**src/rtl/axis_cmd_rx.sv**
```systemverilog
// AXI-Stream byte command receiver for ODIN programming, config bits and buffered AER events.
// Optional AXIS_RX_TLAST_CHECK_EN enforces tlast framing on every command.
module axis_cmd_rx #(
    parameter int AER_W       = 10,
    parameter int CFG_N       = 3,
    parameter int FIFO_DEPTH  = 4,
    parameter int TIMEOUT_CYC = 1024
) (
    input  logic                          clk,
    input  logic                          rst,
    input  logic [7:0]                    s_axis_tdata,
    input  logic                          s_axis_tvalid,
    output logic                          s_axis_tready,
    input  logic                          s_axis_tlast,
    output logic                          CTRL_PROG_EVENT,
    output logic [15:0]                   CTRL_SPI_ADDR,
    output logic [1:0]                    CTRL_OP_CODE,
    output logic [15:0]                   CTRL_PROG_DATA,
    output logic [CFG_N-1:0]              CFG_REGS,
    output logic [AER_W-1:0]              AERIN_ADDR,
    output logic                          AERIN_REQ,
    input  logic                          AERIN_ACK,
    output logic [$clog2(FIFO_DEPTH):0]   AER_FIFO_LEVEL,
    output logic [7:0]                    ERR_CNT
);
    localparam int AW = $clog2(FIFO_DEPTH);
    localparam int LW = AW + 1;
    localparam int TW = $clog2(TIMEOUT_CYC + 1);

    typedef enum logic [1:0] {IDLE, RECV, ISSUE} state_t;
    typedef enum logic [1:0] {K_SYN, K_NEU, K_AER, K_CFG} kind_t;

    state_t state, state_n;
    kind_t kind, hd_kind;
    logic hd_ok;
    logic [6:0] hdr;
    logic [15:0] sh;
    logic [1:0] cnt;
    logic [TW-1:0] tmo;
    logic acc, fin, err, full, tmo_hit, cfg_ok, push, pop;
    logic [AER_W-1:0] mem [FIFO_DEPTH];
    logic [AW-1:0] wp, rp;

`ifndef AXIS_RX_TLAST_CHECK_EN
    logic unused_tlast;
    assign unused_tlast = s_axis_tlast;
`endif

    assign acc     = s_axis_tvalid & s_axis_tready;
    assign full    = (AER_FIFO_LEVEL == LW'(FIFO_DEPTH));
    assign tmo_hit = (tmo == TW'(TIMEOUT_CYC - 1));
    assign cfg_ok  = ({30'd0, hdr[3:2]} < CFG_N);
    assign push    = (state == ISSUE) && (kind == K_AER);
    assign pop     = !AERIN_REQ && !AERIN_ACK && (AER_FIFO_LEVEL != '0);

    always_comb begin
        hd_kind = K_SYN;
        hd_ok   = 1'b1;
        casez (s_axis_tdata[7:4])
            4'b1???: hd_kind = K_SYN;
            4'b0100: hd_kind = K_NEU;
            4'b0010: hd_kind = K_AER;
            4'b0001: hd_kind = K_CFG;
            default: hd_ok = 1'b0;
        endcase
    end

    always_ff @(posedge clk) begin
        if (rst) state <= IDLE;
        else     state <= state_n;
    end

    always_comb begin
        state_n       = state;
        s_axis_tready = 1'b0;
        err           = 1'b0;
        fin           = 1'b0;
        unique case (state)
            IDLE: begin
                s_axis_tready = 1'b1;
                if (s_axis_tvalid) begin
                    if (!hd_ok) begin
                        err = 1'b1;
                    end else if (hd_kind == K_CFG) begin
`ifdef AXIS_RX_TLAST_CHECK_EN
                        if (!s_axis_tlast) err = 1'b1;
                        else               state_n = ISSUE;
`else
                        state_n = ISSUE;
`endif
                    end else begin
`ifdef AXIS_RX_TLAST_CHECK_EN
                        if (s_axis_tlast) err = 1'b1;
                        else              state_n = RECV;
`else
                        state_n = RECV;
`endif
                    end
                end
            end
            RECV: begin
                // stall the final AER byte so the event always has a slot
                s_axis_tready = !((kind == K_AER) && full);
                if (acc) begin
                    if (cnt == 2'd1) begin
`ifdef AXIS_RX_TLAST_CHECK_EN
                        if (!s_axis_tlast) begin
                            err     = 1'b1;
                            state_n = IDLE;
                        end else begin
                            fin     = 1'b1;
                            state_n = ISSUE;
                        end
`else
                        fin     = 1'b1;
                        state_n = ISSUE;
`endif
                    end else begin
`ifdef AXIS_RX_TLAST_CHECK_EN
                        if (s_axis_tlast) begin
                            err     = 1'b1;
                            state_n = IDLE;
                        end
`endif
                    end
                end else if (tmo_hit) begin
                    err     = 1'b1;
                    state_n = IDLE;
                end
            end
            ISSUE: begin
                state_n = IDLE;
                if ((kind == K_CFG) && !cfg_ok) err = 1'b1;
            end
            default: state_n = IDLE;
        endcase
    end

    always_ff @(posedge clk) begin
        if (push) mem[wp] <= AER_W'({hdr[3:0], sh[7:0]});
    end

    always_ff @(posedge clk) begin
        if (rst) begin
            hdr             <= '0;
            kind            <= K_SYN;
            sh              <= '0;
            cnt             <= '0;
            tmo             <= '0;
            CTRL_PROG_EVENT <= 1'b0;
            CTRL_SPI_ADDR   <= '0;
            CTRL_OP_CODE    <= '0;
            CTRL_PROG_DATA  <= '0;
            CFG_REGS        <= '0;
            ERR_CNT         <= '0;
            wp              <= '0;
            rp              <= '0;
            AER_FIFO_LEVEL  <= '0;
            AERIN_REQ       <= 1'b0;
            AERIN_ADDR      <= '0;
        end else begin
            CTRL_PROG_EVENT <= 1'b0;
            if ((state == IDLE) && acc) begin
                hdr  <= s_axis_tdata[6:0];
                kind <= hd_kind;
                if ((hd_kind == K_SYN) || (hd_kind == K_NEU)) cnt <= 2'd3;
                else if (hd_kind == K_AER)                    cnt <= 2'd1;
                else                                          cnt <= 2'd0;
            end
            if ((state == RECV) && acc) begin
                sh  <= {sh[7:0], s_axis_tdata};
                cnt <= cnt - 2'd1;
            end
            if ((state == RECV) && !acc) tmo <= tmo + 1'b1;
            else                         tmo <= '0;
            if (fin && (kind == K_SYN || kind == K_NEU)) begin
                CTRL_PROG_EVENT <= 1'b1;
                CTRL_PROG_DATA  <= {sh[7:0], s_axis_tdata};
                if (kind == K_SYN) begin
                    CTRL_SPI_ADDR <= {2'b00, hdr, sh[15:8]};
                    CTRL_OP_CODE  <= 2'b10;
                end else begin
                    CTRL_SPI_ADDR <= {6'd0, hdr[1:0], sh[15:8]};
                    CTRL_OP_CODE  <= 2'b01;
                end
            end
            if ((state == ISSUE) && (kind == K_CFG) && cfg_ok) begin
                for (int i = 0; i < CFG_N; i++)
                    if (hdr[3:2] == 2'(i)) CFG_REGS[i] <= hdr[0];
            end
            if (err && (ERR_CNT != 8'hFF)) ERR_CNT <= ERR_CNT + 8'd1;
            if (push) wp <= wp + 1'b1;
            AER_FIFO_LEVEL <= AER_FIFO_LEVEL + LW'(push) - LW'(pop);
            // head moves into the output register as REQ rises
            if (pop) begin
                AERIN_REQ  <= 1'b1;
                AERIN_ADDR <= mem[rp];
                rp         <= rp + 1'b1;
            end else if (AERIN_REQ && AERIN_ACK) begin
                AERIN_REQ <= 1'b0;
            end
        end
    end
endmodule
```
**config.mk**
```make
export PLATFORM = sky130hd
export DESIGN_NAME = axis_cmd_rx
export DESIGN_NICKNAME = d
export VERILOG_FILES = /design/src/rtl/axis_cmd_rx.sv
export SDC_FILE = /design/constraint.sdc
export NUM_CORES = 1
export LEC_CHECK = 0
export ABC_AREA = 1
export ABC_CLOCK_PERIOD_IN_PS = 3330
export BUFFER_PORTS_ARGS = -buffer_cell sky130_fd_sc_hd__buf_2
export CAP_MARGIN = 20
export CORE_MARGIN = 2
export CORE_UTILIZATION = 56
export DETAILED_ROUTE_END_ITERATION = 10
export GPL_TIMING_DRIVEN = 1
export PLACE_DENSITY = 0.78
export SETUP_SLACK_MARGIN = 0.05
export SKIP_CTS_REPAIR_TIMING = 1
export SLEW_MARGIN = 20
export SYNTH_ARGS = -nofsm -noshare
export SYNTH_HDL_FRONTEND = slang
export SYNTH_SLANG_ARGS = --single-unit
```
**constraint.sdc**
```tcl
create_clock -name clk -period 3.33 [get_ports clk]
set_clock_uncertainty 0.2 [all_clocks]
set_input_delay 0.1665 -clock clk [delete_from_list [all_inputs] [get_ports clk]]
set_output_delay 0.1665 -clock clk [all_outputs]
set_load 0.05 [all_outputs]
```
# == Word-level counts from Yosys, hierarchy flattened ==
# Memories as Yosys holds them, arrays and structs flattened. A register that Yosys moved wholly into a read port is not among the register bits.
# Index checks and enable logic that the tools add are counted.
# totals
regBits,94
latchBits,0
mem_bits_rw,40
rom_bits,0
inputBits,13
output_inout_bits,61
wordCells,113
memories,1
# memory_table
name,words,width,read_ports,rd_clocked_by_memory_dff,wr,line,rtl
mem,4,10,1,1,1,41,logic [AER_W-1:0] mem [FIFO_DEPTH];
# classes
addsub,7
mul,0
n_div,0
n_lt_le_gt_ge,1
n_eq_ne,21
shifts,0
n_mux,30
n_bitwise,2
n_reduce_logical,33
# op_table
op,count
$mux 2,10
$mux 1,15
$mux 15,1
$logic_and 1x1->1,13
$eq 2x2->1 const B,6
$add 11x1->11 const B,1
$eq 11x10->1 const B,1
$eq 2x1->1 const B,5
$add 8x1->8 const B,1
$logic_not 2->1,4
$ne 8x8->1 const B,1
$ne 3x3->1 const B,2
$pmux 2 s3,1
$reduce_and 2->1,3
$logic_not 1->1,5
$add 2x1->2 const B,2
$eq 4x1->1 const B,1
$eq 4x2->1 const B,1
$eq 4x3->1 const B,1
$ne 2x2->1 const B,2
$pmux 2 s2,1
$reduce_and 4->1,1
$reduce_bool 2->1,2
$reduce_or 4->1,1
12 further kinds,13

# == Longest topological paths before layout ==
# depth
ltp_word,9
depth_mapped,11
mapped_depth_nobuf,11

# == Worst setup path after synthesis ==
# Ideal clock, no wire load.
# synth_path
path_kind,reg-to-reg
start,register AER_FIFO_LEVEL[1]
end,register AER_FIFO_LEVEL[2]
setup_ns,0.070
arrival_ns,2.534
t_required_ns,3.060
setup_slack_ns,0.526
path_stages_with_launch,12
path_buffers,1
period_less_slack_ns,2.804
cell_sequence,dfxtp_1 > nor3_1 > nor3_1 > clkbuf_1 > ha_1 > inv_1 > ha_1 > inv_1 > fa_1 > inv_1 > o21ai_0 > a21oi_1
# synth_via
elab_chain_len,3
word_cells_on_any_way,4
cone_classes,add/sub (2); reduce/logical (2)
# synth_rtl
element,line,rtl
start: declaration,23,"output logic [$clog2(FIFO_DEPTH):0] AER_FIFO_LEVEL,"
start signal: assignment,193,AER_FIFO_LEVEL <= AER_FIFO_LEVEL + LW'(push) - LW'(pop);
$reduce_bool 3->1,54,assign pop = !AERIN_REQ && !AERIN_ACK && (AER_FIFO_LEVEL != '0);
$logic_and 1x1->1,54,
net pop,40,"logic acc, fin, err, full, tmo_hit, cfg_ok, push, pop;"
$sub 3x1->3,193,
# The timed path passes the listed nets, and every way through them passes these cells.
# A chain may end at the register's enable or synchronous reset.

# == Worst setup path after layout ==
# layout_path
start,register state[1]
end,register AER_FIFO_LEVEL[2]
# layout_via
elab_chain_len,4
# layout_rtl
element,line,rtl
start: declaration,33,"state_t state, state_n;"
start signal: assignment,70,else state <= state_n;
$eq 2x2->1,53,assign push = (state == ISSUE) && (kind == K_AER);
$logic_and 1x1->1,53,
$add 3x1->3,193,
$sub 3x1->3,193,
# No other way between the ends.

==> out/qor.csv <==
metric,value,unit
outcome,completed,
p_per_area,698.0,nW/um^2
crit_type,flip-flop to flip-flop,
cp.arrival,2.73,ns
worstPathRequired,3.59,ns
slew_headroom,36.22,%
io_buffers,71,
setup_viol,0,
synth.top_cell.area_share,37.26,%
grtUsageTotal,24.03,%
clock_path_buffers,2,
vias,4539,
hold_path.class,input port to flip-flop,
viasPerCell,5.391,
ir_drop,0.0003909,V
synth_top_area_cell,dfxtp_1,
first_global_vias,4170,
cts_root_buf,clkbuf_8,
dieArea,10690,sq um
min_period_over_period,74.43,%
fill_cells,715,
overflow,0,
synth_cells,619,
numCtsBuffers,17,
path_cells,inv_2 > nor2_1 > nand2_1 > ha_1 > inv_1 > ha_1 > inv_1 > fa_1 > inv_1 > o21ai_0 > a21oi_1,
slowest_delay,0.40,ns
end_kind,flip-flop,
routabilityCongestion,0.8439,
setup_tns,0,ns
crit_buf_inv,4,
antenna_found_initial,0,
drc,0,
die_w,103.4,microns
grt_pass1_wl,19510,microns
syn_avg_cell_area,8.940,sq um
die_y,103.4,microns
cp_slowest_cell,fa_1,
leakagePower,2.796,nW
cts.sinks,143,
final_net_count,719,
ff_latch_area,3263,sq um
cts_tree,done,
floorplan.initialDensity,57.14,%
tightest_slew,0.9532,ns
ant_nets,0,
io_pins,74,
async_flop_share,0,%
synth_area,5534,sq um
rsz0062_at_grt,no,
hpwl,7886,microns
synth_cell_type_count,32,
fp-row-count,36,
start_kind,flip-flop,
layout-drive-gt1-share,16.50,%
clk_latency,0.53,ns
maxCapViolations,0,
drt-initial-drc-count,219,
finalPower,0.004651,W
utilization,68.80,%
wl_per_cell,15.00,microns
fmax,403.5,MHz
path_max_fanout,9,
path_delay_family,adder cells,
multiInputGateArea,1963,sq um
cpMostUsedCell,inv_1,
synth_edf_count,40,
syn2layout_area_growth,20.39,%
dr.pass1.iters,5,
final_hold_viol_count,0,
ys_top_cells_by_area,"dfxtp_1, edfxtp_1, nor2_1",
grt_max_degree,51,
yosys_warnings,0,
final_max_slew_viol_count,0,
yosysSeqAreaShare,58.96,%
ys_ff_latch,143,
syn_nets,642,
clk_pin_slew_worst_paths,0.06,ns
ys.flop_type,dfxtp_1,
diodes,0,
htreeDepth,4,
min_period,2.478,ns
wl,12630,microns
coreArea,9684,sq um
[power by group]
group	internal (W)	switching [W]	total (W)
sequential	0.00190	0.0000892	0.00198
combinational	0.000216	0.000623	0.000839
clock	0.00110	0.000723	0.00183
[worst paths after layout]
path / from / cells after the start / slack [ns] / end
worst max-delay path: state[1] / 11 / 0.85 / AER_FIFO_LEVEL[2]
worst min-delay path: s_axis_tdata[1] / 4 / 0.24 / CTRL_PROG_DATA[1]
worst max register to register: state[1] / 11 / 0.85 / AER_FIFO_LEVEL[2]
worst min register to register: CFG_REGS[0] / 2 / 0.25 / CFG_REGS[0]
[area by class of cell]
| class | instances | share of cell area (%) |
|---|---|---|
| Clock buffer | 18 | 6.592 |
| Clock inverter | 14 | 2.103 |
| Inverter | 48 | 2.704 |
| Multi-Input combinational cell | 398 | 29.46 |
| Sequential cell | 143 | 48.98 |
| Tap cell | 133 | 2.498 |
| Timing Repair Buffer | 88 | 7.662 |
[worst reg2reg max path, stage by stage, from the launching register on]
cell and delay (ns):
dfxtp_1 0.38, inv_2 0.06, nor2_1 0.17, nand2_1 0.22
ha_1 0.36, inv_1 0.06, ha_1 0.13, inv_1 0.05
fa_1 0.40, inv_1 0.09, o21ai_0 0.11, a21oi_1 0.16
[cell families (layout without fill, tap and decap cells)]
| kind of cell | after synthesis | count (layout) | share of synthesized area (%) |
|---|---|---|---|
| AOI/OAI and AO/OA | 155 | 155 | 14.49 |
| xor gates and xnor gates | 12 | 12 | 1.899 |
| adders and majority gates | 10 | 10 | 2.397 |
| buffers and inverters | 78 | 168 | 5.652 |
| DFF | 143 | 143 | 58.96 |
| other | 1 | 1 | 0.06776 |
| and+or+nand+nor | 220 | 220 | 16.53 |
[routing by layer]
layer	vias up	part of all wire, %	global-route usage [%]	wire length (microns)
met1	2154	43	29.71	5432
met4	0	2.1	10.63	267
met3	25	4.6	6.855	581
li1	2233	-	-	-
met2	127	50	39.35	6351
met5	-	0	0	0
[placed cells by master, fill, tap and decap left out, types with 7 or more instances in the layout]
cell,instances
a21oi_1,56
a31oi_1,13
buf_2,71
clkbuf_16,17
dfxtp_1,103
dlygate4sd3_1,11
edfxtp_1,40
ha_1,9
inv_1,44
nand2_1,45
nand3_1,30
nor2_1,129
o21ai_0,79
xor2_1,7
[metrics by stage]
stage,instances,setup WS (ns),area (sq um),hold slack [ns]
6_report,842,0.8515,6663,0.2366
5_1_grt,842,0.6528,6663,0.2592
4_1_cts,831,0.8868,6553,-0.3095
3_5_place_dp,799,1.020,5973,0.2457
3_3_place_gp,799,1.104,5973,0.2379
2_1_floorplan,619,0.5262,5534,0.1014
[sequential cells by signal (all words and copies together) (netlist names), 3 cells and up]
register,count
AER_FIFO_LEVEL,3
sh,16
ERR_CNT,8
tmo,11
CTRL_SPI_ADDR,15
mem,40
AERIN_ADDR,10
CFG_REGS,3
hdr,7
CTRL_PROG_DATA,16
[cells in the mapped netlist (5+ instances only)]
cell type    n
nor2_1     129
dfxtp_1    103
o21ai_0     79
a21oi_1     56
nand2_1     45
inv_1       44
edfxtp_1    40
nand3_1     30
clkbuf_1    19
a31oi_1     13
ha_1         9
buf_2        7
xor2_1       7
nor3_1       5
xnor2_1      5
No activity file was read; power rests on OpenSTA's default activity.
